==> src/rtl/serial_add_pkg.sv <==
// Shared constants and state encoding for the bit-serial adder.
package serial_add_pkg;

    localparam int SA_WIDTH = 8;
    localparam int SA_CNT_W = $clog2(SA_WIDTH + 1);

    typedef enum logic [1:0] {
        IDLE = 2'd0,
        RUN  = 2'd1,
        DONE = 2'd2
    } state_e;

    function automatic int cnt_w(input int w);
        return $clog2(w + 1);
    endfunction

endpackage

==> src/rtl/serial_add_full_add.sv <==
// One-bit full adder used as the serial datapath's single adder cell.
module full_add (
    input  logic a_i,
    input  logic b_i,
    input  logic ci_i,
    output logic s_o,
    output logic co_o
);

    assign s_o  = a_i ^ b_i ^ ci_i;
    assign co_o = (a_i & b_i) | (ci_i & (a_i ^ b_i));

endmodule

==> src/rtl/serial_add.sv <==
// Bit-serial adder, LSB first, start/busy/done handshake.
// Optional subtract mode (port sub) when SERIAL_ADD_SUB_EN is defined.
module serial_add
    import serial_add_pkg::*;
#(
    parameter int WIDTH = SA_WIDTH
) (
    input  logic             clk,
    input  logic             rst,
    input  logic             start,
    input  logic [WIDTH-1:0] a,
    input  logic [WIDTH-1:0] b,
    input  logic             ci,
`ifdef SERIAL_ADD_SUB_EN
    input  logic             sub,
`endif
    output logic             busy,
    output logic             done,
    output logic [WIDTH-1:0] y,
    output logic             co
);

    localparam int CW = cnt_w(WIDTH);

    state_e           state_q, state_d;
    logic [WIDTH-1:0] a_q, b_q, y_q;
    logic             c_q, co_q;
    logic [CW-1:0]    cnt_q;
    logic             sub_in, sub_q;
    logic             accept, last_bit;
    logic             fa_s, fa_co;

`ifdef SERIAL_ADD_SUB_EN
    assign sub_in = sub;
`else
    assign sub_in = 1'b0;
`endif

    // A new op is taken from IDLE or straight out of DONE (back-to-back).
    assign accept   = start && (state_q != RUN);
    assign last_bit = (cnt_q == CW'(WIDTH - 1));

    full_add u_fa (
        .a_i  (a_q[0]),
        .b_i  (b_q[0]),
        .ci_i (c_q),
        .s_o  (fa_s),
        .co_o (fa_co)
    );

    always_ff @(posedge clk) begin
        if (rst) state_q <= IDLE;
        else     state_q <= state_d;
    end

    always_comb begin
        state_d = state_q;
        case (state_q)
            IDLE:    if (start) state_d = RUN;
            RUN:     if (last_bit) state_d = DONE;
            DONE:    state_d = start ? RUN : IDLE;
            default: state_d = IDLE;
        endcase
    end

    always_comb begin
        busy = (state_q == RUN);
        done = (state_q == DONE);
    end

    always_ff @(posedge clk) begin
        if (rst) begin
            a_q   <= '0;
            b_q   <= '0;
            y_q   <= '0;
            c_q   <= 1'b0;
            co_q  <= 1'b0;
            sub_q <= 1'b0;
            cnt_q <= '0;
        end else if (accept) begin
            // Subtract is a + ~b + ~ci; the borrow is the inverted carry.
            a_q   <= a;
            b_q   <= sub_in ? ~b : b;
            c_q   <= sub_in ? ~ci : ci;
            sub_q <= sub_in;
            cnt_q <= '0;
        end else if (state_q == RUN) begin
            a_q   <= a_q >> 1;
            b_q   <= b_q >> 1;
            y_q   <= {fa_s, y_q[WIDTH-1:1]};
            c_q   <= fa_co;
            cnt_q <= cnt_q + CW'(1);
            if (last_bit) co_q <= sub_q ? ~fa_co : fa_co;
        end
    end

    assign y  = y_q;
    assign co = co_q;

endmodule

==> config.mk <==
export PLATFORM = sky130hd
export DESIGN_NAME = serial_add
export DESIGN_NICKNAME = d
export VERILOG_FILES = /design/src/rtl/serial_add_pkg.sv /design/src/rtl/serial_add_full_add.sv /design/src/rtl/serial_add.sv
export SDC_FILE = /design/constraint.sdc
export NUM_CORES = 1
export LEC_CHECK = 0
export ABC_AREA = 1
export BUFFER_PORTS_ARGS = -buffer_cell sky130_fd_sc_hd__buf_4
export CAP_MARGIN = 20
export CELL_PAD_IN_SITES_DETAIL_PLACEMENT = 0
export CELL_PAD_IN_SITES_GLOBAL_PLACEMENT = 2
export CORE_MARGIN = 2
export CORE_UTILIZATION = 25
export CTS_CLUSTER_DIAMETER = 50
export DETAILED_ROUTE_END_ITERATION = 8
export GPL_TIMING_DRIVEN = 0
export PLACE_DENSITY_LB_ADDON = 0.1
export SLEW_MARGIN = 30
export SYNTH_ARGS = -nofsm -noshare
export SYNTH_HDL_FRONTEND = slang
export SYNTH_SLANG_ARGS = --single-unit
export TNS_END_PERCENT = 1
==> constraint.sdc <==
create_clock -name clk -period 1.6 [get_ports clk]
set_clock_uncertainty 0.15 [all_clocks]
set_input_delay 0.24 -clock clk [delete_from_list [all_inputs] [get_ports clk]]
set_output_delay 0.24 -clock clk [all_outputs]
set_load 0.01 [all_outputs]
==> impl_metrics.yaml, run 1 <==
outcome:
  status: "finished clean"
cts:
  clock_latency_ps: 280
  clock-sinks: 32
  numCtsBuffers: 5
  clk_pin_slew_worst_paths_ps: 70
  htreeDepth: 2
  cts_buffer_depth: 2
  cts-root-buf: "clkbuf_8"
  cts_tree: "done"
setup_path:
  reg2reg_depth: 5
  endpoint_kind: "output port"
  crit_chain: "inv_2 -> nor2_4 -> buf_6 -> buf_4"
  slowest_stage: "dfxtp_2"
  startpoint: "state_q[0]"
  cpPeakStageDelay_ps: 370
  critPathKind: "reg -> out"
  cp_max_fo: 10
  worstReg2RegEnd: "cnt_q[3]"
  r2r_start: "state_q[0]"
  worstPathRequired_ps: 1210
  cp-start-kind: "flip-flop"
  cp.arrival_ps: 1130
  crit_path_end: "busy"
  r2r_slack_ps: 180
synth:
  synthSimpleGateAreaFrac: 0.3726
  ys_ff_latch: 32
  synthCells: 204
  yosysWarnings: 0
  synth_cell_types: 18
  netlist_area_sq_mm: 0.001454
  synthMuxAreaShare: 0
  synth_compound_area_frac: 0.04819
  syn_avg_cell_area_sq_um: 7.127
  synth_nets: 226
  synth_top_family_by_area: "simple AND/OR/NAND/NOR gates"
  synth_xor_area_frac: 0.006024
  yosysSeqAreaShare: 0.4406
  synth_adder_area_share: 0.02238
pwr:
  peakVddDrop_mv: 0.3770
  leakage_nw: 0.9414
  power.density_mw_per_mm2: 979.4
  total_power_mw: 1.866
routing:
  drcViolationCount: 0
  vias: 1402
  antenna_left: 0
  routedWlPerCell_um: 12.75
  drtIter0Drc: 20
  vias_per_cell: 4.423
  drt-total-wl_um: 4043
  drt_first_pass_iters: 4
timing:
  hold_viol: 0
  maxSlewViolCount: 0
  setup_tns_ps: 0
  fin_crit_ps: 1523
  fmax_mhz: 656.7
  maxSlewHeadroom: 0.6362
  finalSetupViolCount: 0
  worst_slew_pin_slew_ps: 540.0
  rsz0062_at_grt: "false"
  min_period_over_period: 0.9518
floorplan:
  coreArea_sq_mm: 0.005574
  initial_core_util: 0.2608
  die_w_um: 80.26
  fp-row-count: 27
  pin_count: 31
  dieArea_sq_mm: 0.006442
  die_h_um: 80.26
layout:
  most-common-layout-cells: "nand3_1, nand2_1, buf_4"
  final_core_util: 0.3419
  final_common_cell: "nand3_1"
  design_area_sq_mm: 0.001906
  antennaDiodeCount: 0
  final_nets: 267
  drive_gt1_frac: 0.2286
  area_growth_pct: 31.07
place:
  postPlaceCellArea_sq_mm: 0.001769
  io_buffers: 30
  dp_hpwl_um: 2813
  gp_congestion: 0.6952
worst_hold_path:
  min_from: "b[7]"
  hp-class: "in -> reg"
global_route:
  grt_pass1_wl_um: 6824
  grt_pass1_vias: 1361
  grt_start_max_net_pins: 11
  grt.total_usage: 0.1426
  antenna_found_initial: 0
  gr-total-overflow: 0
flow_run:
  maxCapViolCount: 0
report_power, final:
part | leakage (nW) | switching, mW | internal (mW)
clock | 0.0503 | 0.300 | 0.383
combinational | 0.628 | 0.164 | 0.141
sequential | 0.263 | 0.0318 | 0.846
total | 0.941 | 0.496 | 1.37
worst max-delay path: cells and delay by family (launching register included):
| kind | cells | cell delay (ps) |
|---|---|---|
| DFF | 1 | 370 |
| and+or+nand+nor | 1 | 140 |
| buffers and inverters | 3 | 340 |
kinds of logic (layout without fill, tap and decap cells):
family / count (synthesis) / in the layout
fa+ha+maj: 2 / 2
compound gates: 14 / 14
flops: 32 / 32
xor+xnor: 1 / 1
simple gates: 122 / 122
buf+inv: 33 / 74
cell usage after synthesis:
master | count | area, sq um
xor2_1 | 1 | 8.760
nor2_4 | 1 | 11.26
nand2_4 | 1 | 11.26
inv_1 | 19 | 71.32
nand3_1 | 53 | 265.3
buf_1 | 1 | 3.750
buf_2 | 5 | 25.02
ha_1 | 1 | 12.51
o21ai_0 | 10 | 50.05
dfxtp_1 | 32 | 640.6
nor2_2 | 1 | 6.260
fa_1 | 1 | 20.02
nor2_1 | 24 | 90.09
a21oi_1 | 4 | 20.02
buf_4 | 4 | 30.03
inv_2 | 2 | 7.510
nand2_1 | 42 | 157.7
buf_6 | 2 | 22.52
how the worst min path moves through the flow:
stage | end | slack [ps] | depth (start not counted)
final | b_q[7] | 100 | 3
after global placement | a_q[7] | 300 | 2
after CTS | b_q[7] | 90 | 3
after floorplan | a_q[7] | 160 | 1
after detailed placement | state_q[0] | 300 | 2
after global routing | a_q[7] | 100 | 3
per-stage QoR:
stage | worst slack, ps | instances | hold slack, ps
after detailed placement | 171.8 | 306 | 300.0
final | 77.16 | 317 | 96.26
after floorplan | 380.9 | 204 | 159.1
after global routing | 3.868 | 317 | 102.7
after global placement | 153.4 | 306 | 299.7
after CTS | 31.71 | 315 | 87.00
final cells by class:
cell class	count	area, sq um
inverter	21	78.83
fill	625	3669
clock buffer	7	96.34
tap	72	90.09
multi-input combinational	139	653.1
buffer	12	85.08
timing repair buffer	34	260.3
sequential	32	641.9
sequential cells by signal (all words and copies together), names as in the netlist:
signal	count
a_q	8
b_q	8
c_q	1
cnt_q	4
co	1
state_q	2
y	8
what timing repair did:
| action | in CTS | in global routing |
|---|---|---|
| pin swaps | 0 | 1 |
| hold endpoints to repair | 3 | 0 |
| hold buffers | 2 | 0 |
| setup endpoints to repair | 1 | 1 |
| gates cloned | 0 | 0 |
| setup buffers | 0 | 2 |
| gates resized for setup | 2 | 0 |
metal layers:
metal  part of all wire  routed length [um]  GRT usage  up-vias
met5                  0                   0          0        -
met1               0.49                1985     0.1926      635
met4             0.0099                  40    0.04576        0
met2               0.46                1841     0.2225       28
li1                   -                   -          -      734
met3              0.043                 175    0.03483        5
Power figures use the tool's default switching activity.
==> inputs of run 2 (changes only) <==
--- a/config.mk
+++ b/config.mk
@@ -8,14 +8,14 @@
 export ABC_AREA = 1
 export BUFFER_PORTS_ARGS = -buffer_cell sky130_fd_sc_hd__buf_4
 export CAP_MARGIN = 20
-export CELL_PAD_IN_SITES_DETAIL_PLACEMENT = 0
-export CELL_PAD_IN_SITES_GLOBAL_PLACEMENT = 2
+export CELL_PAD_IN_SITES_DETAIL_PLACEMENT = 1
+export CELL_PAD_IN_SITES_GLOBAL_PLACEMENT = 1
 export CORE_MARGIN = 2
 export CORE_UTILIZATION = 25
 export CTS_CLUSTER_DIAMETER = 50
 export DETAILED_ROUTE_END_ITERATION = 8
 export GPL_TIMING_DRIVEN = 0
-export PLACE_DENSITY_LB_ADDON = 0.1
+export PLACE_DENSITY = 0.65
 export SLEW_MARGIN = 30
 export SYNTH_ARGS = -nofsm -noshare
 export SYNTH_HDL_FRONTEND = slang
==> run 2 against run 1 <==
Hold slack got worse by 9.9 ps. Largest power group unchanged. Die area did not move. Global-route usage fell by 0.47 points. Clock-buffer cell count fell by 1. Highest routed layer unchanged. Clock power fell by 14%. Total power fell by 5.2%. Critical path depth did not move. Sequential cell count did not move.
==> impl_metrics.yaml, run 2 (synthesis gave the netlist of run 1 again) <==
layout:
  area_growth_pct: 29.26
  most-common-layout-cells: "nand3_1, nand2_1, buf_4"
  drive_gt1_frac: 0.2213
  antennaDiodeCount: 0
  fin_cells: 316
  final_nets: 266
  final_common_cell: "nand3_1"
  n_fill_cell: 715
floorplan:
  initial_core_util: 0.2608
  die_w_um: 80.26
  pin_count: 31
  coreArea_sq_mm: 0.005574
  dieArea_sq_mm: 0.006442
  die_h_um: 80.26
  fp-row-count: 27
routing:
  vias_per_cell: 4.513
  drt_first_pass_iters: 4
  drt-total-wl_um: 4017
  drcViolationCount: 0
  drtIter0Drc: 47
  antenna_left: 0
  routedWlPerCell_um: 12.71
  vias: 1426
outcome:
  status: "finished clean"
timing:
  rsz0062_at_grt: "false"
  setup_tns_ps: 0
  finalSetupViolCount: 0
  fin_crit_ps: 1505
  worst_slew_pin_slew_ps: 562.1
  min_period_over_period: 0.9405
  fmax_mhz: 664.6
  maxSlewViolCount: 0
  maxSlewHeadroom: 0.6213
  hold_viol: 0
setup_path:
  cp_max_fo: 7
  cp.arrival_ps: 1110
  cp-start-kind: "flip-flop"
  slowest_stage: "dfxtp_2"
  worstPathRequired_ps: 1210
  endpoint_kind: "output port"
  cpPeakStageDelay_ps: 370
  critPathKind: "reg -> out"
  crit_chain: "inv_2 -> nor2_4 -> buf_6 -> buf_4"
cts:
  cts_tree: "done"
  clk_pin_slew_worst_paths_ps: 70
  cts-root-buf: "clkbuf_8"
  clock-sinks: 32
  clock_latency_ps: 280
  numCtsBuffers: 5
  cts_buffer_depth: 2
  htreeDepth: 2
pwr:
  peakVddDrop_mv: 0.3901
  leakage_nw: 0.9281
  power.density_mw_per_mm2: 941.8
place:
  dp.cells: 306
  dp_hpwl_um: 2887
  io_buffers: 30
  gp_congestion: 0.7512
global_route:
  grt_pass1_vias: 1400
  gr-total-overflow: 0
  grt_start_max_net_pins: 11
  grt_pass1_wl_um: 6755
  grt.total_usage: 0.1379
  antenna_found_initial: 0
worst_hold_path:
  hp-class: "in -> reg"
flow_run:
  maxCapViolCount: 0
-- run 2: changes by cell type in the layout (fill, tap and decap cells not counted), sizes merged --
cell	change
clkbuf	-1
buf	-1
clkinv	+1
-- run 2: layout make-up --
| cell class | instances | area [sq um] | area share |
|---|---|---|---|
| clock buffer | 6 | 72.57 | 0.03862 |
| timing repair buffer | 33 | 252.7 | 0.1345 |
| buffer | 12 | 85.08 | 0.04527 |
| clock inverter | 1 | 5.005 | 0.002663 |
| sequential | 32 | 641.9 | 0.3415 |
| multi-input combinational | 139 | 653.1 | 0.3475 |
| inverter | 21 | 78.83 | 0.04194 |
| tap | 72 | 90.09 | 0.04794 |
-- run 2: metal layers --
| metal | GRT usage | share of wire | up-vias |
|---|---|---|---|
| li1 | - | - | 731 |
| met1 | 0.1742 | 0.47 | 668 |
| met2 | 0.2250 | 0.47 | 21 |
| met3 | 0.03933 | 0.038 | 6 |
| met4 | 0.04576 | 0.014 | 0 |
| met5 | 0 | 0 | - |
-- run 2: path summary, 6_finish.rpt --
kind / from / end / slack (ps) / depth (start not counted)
worst max-delay path: state_q[0] / busy / 100 / 4
worst min register to register: b_q[7] / b_q[7] / 320 / 2
worst max register to register: state_q[1] / cnt_q[0] / 280 / 3
worst min-delay path: b[7] / b_q[7] / 90 / 3
-- run 2: power by group --
group | switching (mW) | total, mW | internal, mW
registers | 0.0313 | 0.878 | 0.847
clock network | 0.293 | 0.589 | 0.295
logic | 0.165 | 0.303 | 0.138
total | 0.489 | 1.77 | 1.28
-- run 2: critical path, delay by kind of cell (launching register included) --
kind	cells	cell delay, ps
simple gates	1	140
flops	1	370
buf+inv	3	330
-- run 2: per-stage QoR --
| stage | utilization | hold WS, ps | total power, mW | cell area, sq um | setup slack, ps |
|---|---|---|---|---|---|
| after floorplan | - | 159.1 | 1.068 | 1454 | 380.9 |
| after global placement | 0.3174 | 302.4 | 1.189 | 1769 | 227.8 |
| after detailed placement | 0.3174 | 300.8 | 1.195 | 1769 | 203.2 |
| after CTS | 0.3351 | 82.65 | 1.794 | 1868 | 19.78 |
| after global routing | 0.3371 | 95.34 | 1.876 | 1879 | 21.49 |
| final | 0.3371 | 86.33 | 1.770 | 1879 | 95.26 |
-- run 2: repair_timing --
item | in CTS | in global routing
hold buffers | 2 | 0
resized for setup | 1 | 1
endpoints found under the hold margin | 3 | 0
cloned | 0 | 0
setup endpoints to repair | 1 | 1
setup buffers | 0 | 1
